`config.mk`:
```
export PLATFORM = sky130hd
export DESIGN_NAME = tile_fetch_addr_gen
export DESIGN_NICKNAME = d
export VERILOG_FILES = /design/src/rtl/fetch_pkg.sv /design/src/rtl/fetch_addr_accum.sv /design/src/rtl/tile_fetch_addr_gen.sv
export SDC_FILE = /design/constraint.sdc
export NUM_CORES = 1
export LEC_CHECK = 0
export BUFFER_PORTS_ARGS = -buffer_cell sky130_fd_sc_hd__clkbuf_2
export CORE_MARGIN = 3
export CORE_UTILIZATION = 42
export CTS_CLUSTER_DIAMETER = 60
export CTS_CLUSTER_SIZE = 30
export DETAILED_ROUTE_END_ITERATION = 8
export SYNTH_ARGS = -nofsm -noshare
export SYNTH_HDL_FRONTEND = slang
export SYNTH_SLANG_ARGS = --single-unit
```
`constraint.sdc`:
```
create_clock -name clk -period 2.4 [get_ports clk]
set_input_delay 0.12 -clock clk [delete_from_list [all_inputs] [get_ports clk]]
set_output_delay 0.12 -clock clk [all_outputs]
set_load 0.02 [all_outputs]
```
`src/rtl/fetch_pkg.sv`:
```
// Shared definitions for the tile fetch address generator: FSM states,
// mode encodings and config clamping.
package fetch_pkg;

  typedef enum logic [1:0] {
    ST_IDLE  = 2'd0,
    ST_FETCH = 2'd1,
    ST_DONE  = 2'd2
  } fetch_state_t;

  localparam logic MODE_LINEAR  = 1'b0;
  localparam logic MODE_STRIDED = 1'b1;

  function automatic logic [31:0] clamp_min1(input logic [31:0] v);
    return (v == 32'd0) ? 32'd1 : v;
  endfunction

endpackage

```
`src/rtl/fetch_addr_accum.sv`:
```
// Registered beat address accumulator: loads the tile base, then steps by
// 1 (LINEAR) or ROW_STRIDE (STRIDED) on each advance.
module fetch_addr_accum
  import fetch_pkg::*;
#(
  parameter int unsigned ADDR_WIDTH = 16,
  parameter int unsigned ROW_STRIDE = 768
) (
  input  logic                  clk,
  input  logic                  rst_n,
  input  logic                  load,
  input  logic [ADDR_WIDTH-1:0] load_val,
  input  logic                  advance,
  input  logic                  stride_sel,
  output logic [ADDR_WIDTH-1:0] addr
);

  logic [ADDR_WIDTH-1:0] step;

  always_comb begin
    step = ADDR_WIDTH'(1);
    if (stride_sel == MODE_STRIDED) step = ADDR_WIDTH'(ROW_STRIDE);
  end

  always_ff @(posedge clk or negedge rst_n) begin
    if (!rst_n)       addr <= '0;
    else if (load)    addr <= load_val;
    else if (advance) addr <= addr + step;
  end

endmodule

```
`src/rtl/tile_fetch_addr_gen.sv`:
```
// BRAM tile fetch address generator: one read address per accepted beat,
// linear or strided, with tile pointer wrap and deferred pointer reset.
module tile_fetch_addr_gen
  import fetch_pkg::*;
#(
  parameter int unsigned ADDR_WIDTH  = 16,
  parameter int unsigned BEAT_WIDTH  = 6,
  parameter int unsigned TILE_WIDTH  = 9,
  parameter int unsigned BASE_OFFSET = 0,
  parameter int unsigned ROW_STRIDE  = 768
) (
  input  logic                  clk,
  input  logic                  rst_n,
  input  logic                  start_fetch,
  input  logic                  reset_ptr,
  input  logic                  mode,
  input  logic [BEAT_WIDTH-1:0] cfg_beats,
  input  logic [TILE_WIDTH-1:0] cfg_num_tiles,
  input  logic                  fetch_ready,
  output logic [ADDR_WIDTH-1:0] bram_addr,
  output logic                  bram_en,
  output logic                  busy,
  output logic                  fetch_done,
  output logic [TILE_WIDTH-1:0] tile_idx,
  output logic                  last_tile
);

  fetch_state_t state, state_nxt;

  logic                  mode_lat;
  logic [BEAT_WIDTH-1:0] beats_lat;
  logic [BEAT_WIDTH-1:0] beat_cnt;
  logic [TILE_WIDTH-1:0] ntiles_lat;
  logic [ADDR_WIDTH-1:0] lin_acc;
  logic                  ptr_pending;
  logic                  start_acc;
  logic                  beat_fire;
  logic                  last_beat;
  logic                  ptr_clear;
  logic [ADDR_WIDTH-1:0] tile_base;

  assign start_acc = (state == ST_IDLE) && start_fetch;
  assign beat_fire = bram_en && fetch_ready;
  assign last_beat = (beat_cnt == beats_lat - BEAT_WIDTH'(1));
  assign last_tile = (ntiles_lat != '0) && (tile_idx == ntiles_lat - TILE_WIDTH'(1));
  assign ptr_clear = reset_ptr || ptr_pending || last_tile;

  // lin_acc tracks tile_idx*beats without a multiplier
  always_comb begin
    tile_base = ADDR_WIDTH'(BASE_OFFSET) + lin_acc;
    if (mode == MODE_STRIDED) tile_base = ADDR_WIDTH'(BASE_OFFSET) + ADDR_WIDTH'(tile_idx);
  end

  always_ff @(posedge clk or negedge rst_n) begin
    if (!rst_n) state <= ST_IDLE;
    else        state <= state_nxt;
  end

  always_comb begin
    state_nxt = state;
    case (state)
      ST_IDLE:  if (start_fetch) state_nxt = ST_FETCH;
      ST_FETCH: if (beat_fire && last_beat) state_nxt = ST_DONE;
      ST_DONE:  state_nxt = ST_IDLE;
      default:  state_nxt = ST_IDLE;
    endcase
  end

  always_comb begin
    busy       = 1'b0;
    fetch_done = 1'b0;
    case (state)
      ST_FETCH: busy = 1'b1;
      ST_DONE: begin
        busy       = 1'b1;
        fetch_done = 1'b1;
      end
      default: ;
    endcase
  end

  always_ff @(posedge clk or negedge rst_n) begin
    if (!rst_n) begin
      mode_lat   <= MODE_LINEAR;
      beats_lat  <= BEAT_WIDTH'(1);
      ntiles_lat <= '0;
      beat_cnt   <= '0;
      bram_en    <= 1'b0;
    end else if (start_acc) begin
      mode_lat   <= mode;
      beats_lat  <= BEAT_WIDTH'(clamp_min1(32'(cfg_beats)));
      ntiles_lat <= TILE_WIDTH'(clamp_min1(32'(cfg_num_tiles)));
      beat_cnt   <= '0;
      bram_en    <= 1'b1;
    end else if (beat_fire) begin
      if (last_beat) bram_en  <= 1'b0;
      else           beat_cnt <= beat_cnt + BEAT_WIDTH'(1);
    end
  end

  // reset_ptr during FETCH is deferred to DONE so the tile finishes intact
  always_ff @(posedge clk or negedge rst_n) begin
    if (!rst_n) begin
      tile_idx    <= '0;
      lin_acc     <= '0;
      ptr_pending <= 1'b0;
    end else begin
      case (state)
        ST_FETCH: if (reset_ptr) ptr_pending <= 1'b1;
        ST_DONE: begin
          ptr_pending <= 1'b0;
          if (ptr_clear) begin
            tile_idx <= '0;
            lin_acc  <= '0;
          end else begin
            tile_idx <= tile_idx + TILE_WIDTH'(1);
            lin_acc  <= lin_acc + ADDR_WIDTH'(beats_lat);
          end
        end
        default: begin
          if (reset_ptr) begin
            tile_idx <= '0;
            lin_acc  <= '0;
          end
        end
      endcase
    end
  end

  fetch_addr_accum #(
    .ADDR_WIDTH(ADDR_WIDTH),
    .ROW_STRIDE(ROW_STRIDE)
  ) u_accum (
    .clk       (clk),
    .rst_n     (rst_n),
    .load      (start_acc),
    .load_val  (tile_base),
    .advance   (beat_fire && !last_beat),
    .stride_sel(mode_lat),
    .addr      (bram_addr)
  );

endmodule

```
==> out/qor.yml <==
worstSetupEndpointType: "output port"
path_buf_inv: 3
synth_top_area_share_pct: 37.7
path_cells: "inv_2 > ha_4 > xor2_2 > o21ai_1 > a2111o_1 > or4_4 > buf_6 > nor2_4 > buf_8"
path_depth: 9
yosys.area.top_type: "dfrtp_1"
yosysMostFrequentCell: "nand2_1"
drv_cap: 0
first_pass_iters: 4
period_share_pct: 103
avgSynthCellArea_um2: 8.65
rsz0062_at_grt: "true"
reg2reg_from: "ntiles_lat[1]"
relSlewSlack_pct: 65.0
clock.fmax_mhz: 406
htree_levels: 3
num_vias: 4060
fillers: 905
required_ns: 2.28
status: "finished, violations left"
timing_worst_setup_path_type: "register to output port"
skew_ns: 0.0137
syn2layout_area_growth_pct: 27.0
crit_slowest_cell: "or4_4"
fin_area_um2: 5570
finalCriticalPeriod_ns: 2.46
grt_max_degree: 47
ir_worst_vdd_v: 0.000640
vias_per_cell: 5.47
synth.top_cells.by_count: "nand2_1, dfrtp_1, nor2_1"
drive_gt1_share_pct: 25.5
start_kind: "register"
antenna_cells: 0
pwr_density_cell_nw_per_um2: 1030
grt_pass1_vias: 3971
dieArea_um2: 11700
track_usage_pct: 21.7
failed_checks: "negative setup slack"
num_rows: 36
regToRegSetupSlack_ns: -0.02
wl_um: 12000
tightestPinTransition_ns: 0.525
synth_top_flop_cell: "dfrtp_1"
clockBufferDepth: 2
hold_viol: 0
crit_fanout: 2
slowest_delay_ns: 0.44
routabilityCongestion: 0.843
drc: 0
ys_ff_latch: 67
synthTopCellsByArea: "dfrtp_1, nand2_1, ha_1, xnor2_1, o21ai_0"
clock-root-buffer: "clkbuf_8"
io_pins: 50
netlist_area_um2: 4390
worstHoldPathType: "input pin to register"
ys_async_sr_fraction_pct: 100
drt-initial-drc-count: 225
whs_endpoint: "ntiles_lat[0]"
die_height_um: 108
drtAntennaViolNets: 0
setup-violations-final: 2
p_leak_nw: 2.51
holdPathStages: 3
numCtsBuffers: 9
fin_ws_ns: -0.0609
placed_area_um2: 5060
ys_seq_area_share_pct: 38.3
cts.reportedPaths.clkPinSlew_ns: 0.07
nets: 644
r2r_cells: 10
synth.distinct_cells: 61
grt_overflow: 0
ys_warn_count: 0
final_util_pct: 55.9
r2r-end: "tile_idx[3]"
die_x_um: 108
grt_pass1_wl_um: 20000
wl_per_cell_um: 16.1
antenna_found_initial: 0
final-max-slew-violation-count: 0
cp_top_family: "simple AND/OR/NAND/NOR gates"
synth_enable_flop_cells: 0
initial_utilization_pct: 44.1
dp_hpwl_um: 8710
clock_sinks: 67
design.core.area_um2: 9950
clk_latency_ns: 0.35
hold_start: "cfg_num_tiles[0]"
pre_cts_ws_ns: -0.0808
syn_nets: 547
synthCells: 507
cts_tree: "yes"
crit_arrival_ns: 2.34
port_buffers: 49
==> how the worst max path moves through the flow <==
stage / slack, ns / endpoint / from
after floorplan: -0.04 / state[0] / beats_lat[0]
after global placement: -0.03 / state[0] / beats_lat[0]
after detailed placement: -0.08 / state[0] / beats_lat[0]
after CTS: -0.28 / last_tile / ntiles_lat[1]
after global routing: -0.17 / last_tile / ntiles_lat[1]
final: -0.06 / last_tile / ntiles_lat[1]
==> power breakdown <==
part | internal, mW | switching (mW)
logic | 1.37 | 1.71
clock network | 0.404 | 0.412
registers | 1.44 | 0.393
total | 3.22 | 2.51
==> flip-flops by register name, indices dropped and copies added, names as in the netlist <==
register      flops
beat_cnt          6
beats_lat         6
bram_en           1
lin_acc          16
mode_lat          1
ntiles_lat        9
ptr_pending       1
state             2
tile_idx          9
u_accum.addr     16
==> per-stage QoR <==
| step | setup TNS (ns) | total power [mW] | instances | hold WS, ns |
|---|---|---|---|---|
| after detailed placement | -0.125 | 4.65 | 709 | 0.131 |
| after CTS | -2.79 | 5.68 | 742 | 0.0166 |
| after global placement | -0.0298 | 4.55 | 709 | 0.133 |
| after floorplan | -0.0440 | 3.64 | 507 | -0.176 |
| final | -0.0789 | 5.73 | 742 | 0.0310 |
| after global routing | -1.86 | 6.19 | 742 | 0.0570 |
==> cell families (layout without fill, tap and decap cells) <==
kind of cell	Yosys count	after routing	synth area share (%)
buffers and inverters	46	148	4.45
XOR/XNOR	30	30	5.99
AO/OA/AOI/OAI	136	136	21.7
AND/OR/NAND/NOR	198	198	21.5
multiplexers	11	11	2.54
flip-flops	67	67	38.3
adder cells (fa/ha/maj)	19	19	5.59
==> worst reg2reg max path, cell delays in order (launching register included) <==
cell	delay (ns)
dfrtp_1	0.36
inv_2	0.06
ha_4	0.26
xor2_2	0.13
o21ai_1	0.07
a2111o_1	0.34
or4_4	0.44
buf_6	0.14
buf_4	0.16
o211ai_1	0.20
o211ai_1	0.11
==> cells in the final DEF (no fill, tap or decap), types with 14 or more instances in the layout <==
cell type	instances
o21ai_0	23
nor2_1	28
buf_4	46
clkbuf_2	47
a21oi_1	24
inv_1	16
xnor2_1	19
dlygate4sd3_1	14
ha_1	15
nand2_1	91
dfrtp_1	66
nor2b_1	15
==> per-layer routing <==
layer,global-route usage [%],routed length (µm),share of wire [%],up-vias
met5,0,0,0,-
met4,8.03,237,2.0,0
met3,3.22,436,3.6,16
met2,34.5,5690,48,74
met1,30.1,5590,47,1964
li1,-,-,-,2006
==> cell type report <==
| class | count | area, µm² | share of cell area [%] |
|---|---|---|---|
| timing repair buffer | 112 | 792 | 14.2 |
| sequential | 67 | 1680 | 30.1 |
| inverter | 20 | 75.1 | 1.35 |
| multi-input combinational | 394 | 2700 | 48.4 |
| tap | 133 | 166 | 2.99 |
| clock buffer | 15 | 156 | 2.81 |
| clock inverter | 1 | 5.00 | 0.0899 |
==> what timing repair did <==
| action | 4_1_cts | 5_1_grt |
|---|---|---|
| gates resized for setup | 31 | 13 |
| hold endpoints to repair | 34 | 0 |
| pin swaps | 13 | 15 |
| hold buffers | 14 | 0 |
| setup endpoints to repair | 9 | 38 |
| buffers inserted | 3 | 1 |
No activity file was read; power rests on OpenSTA's default activity.
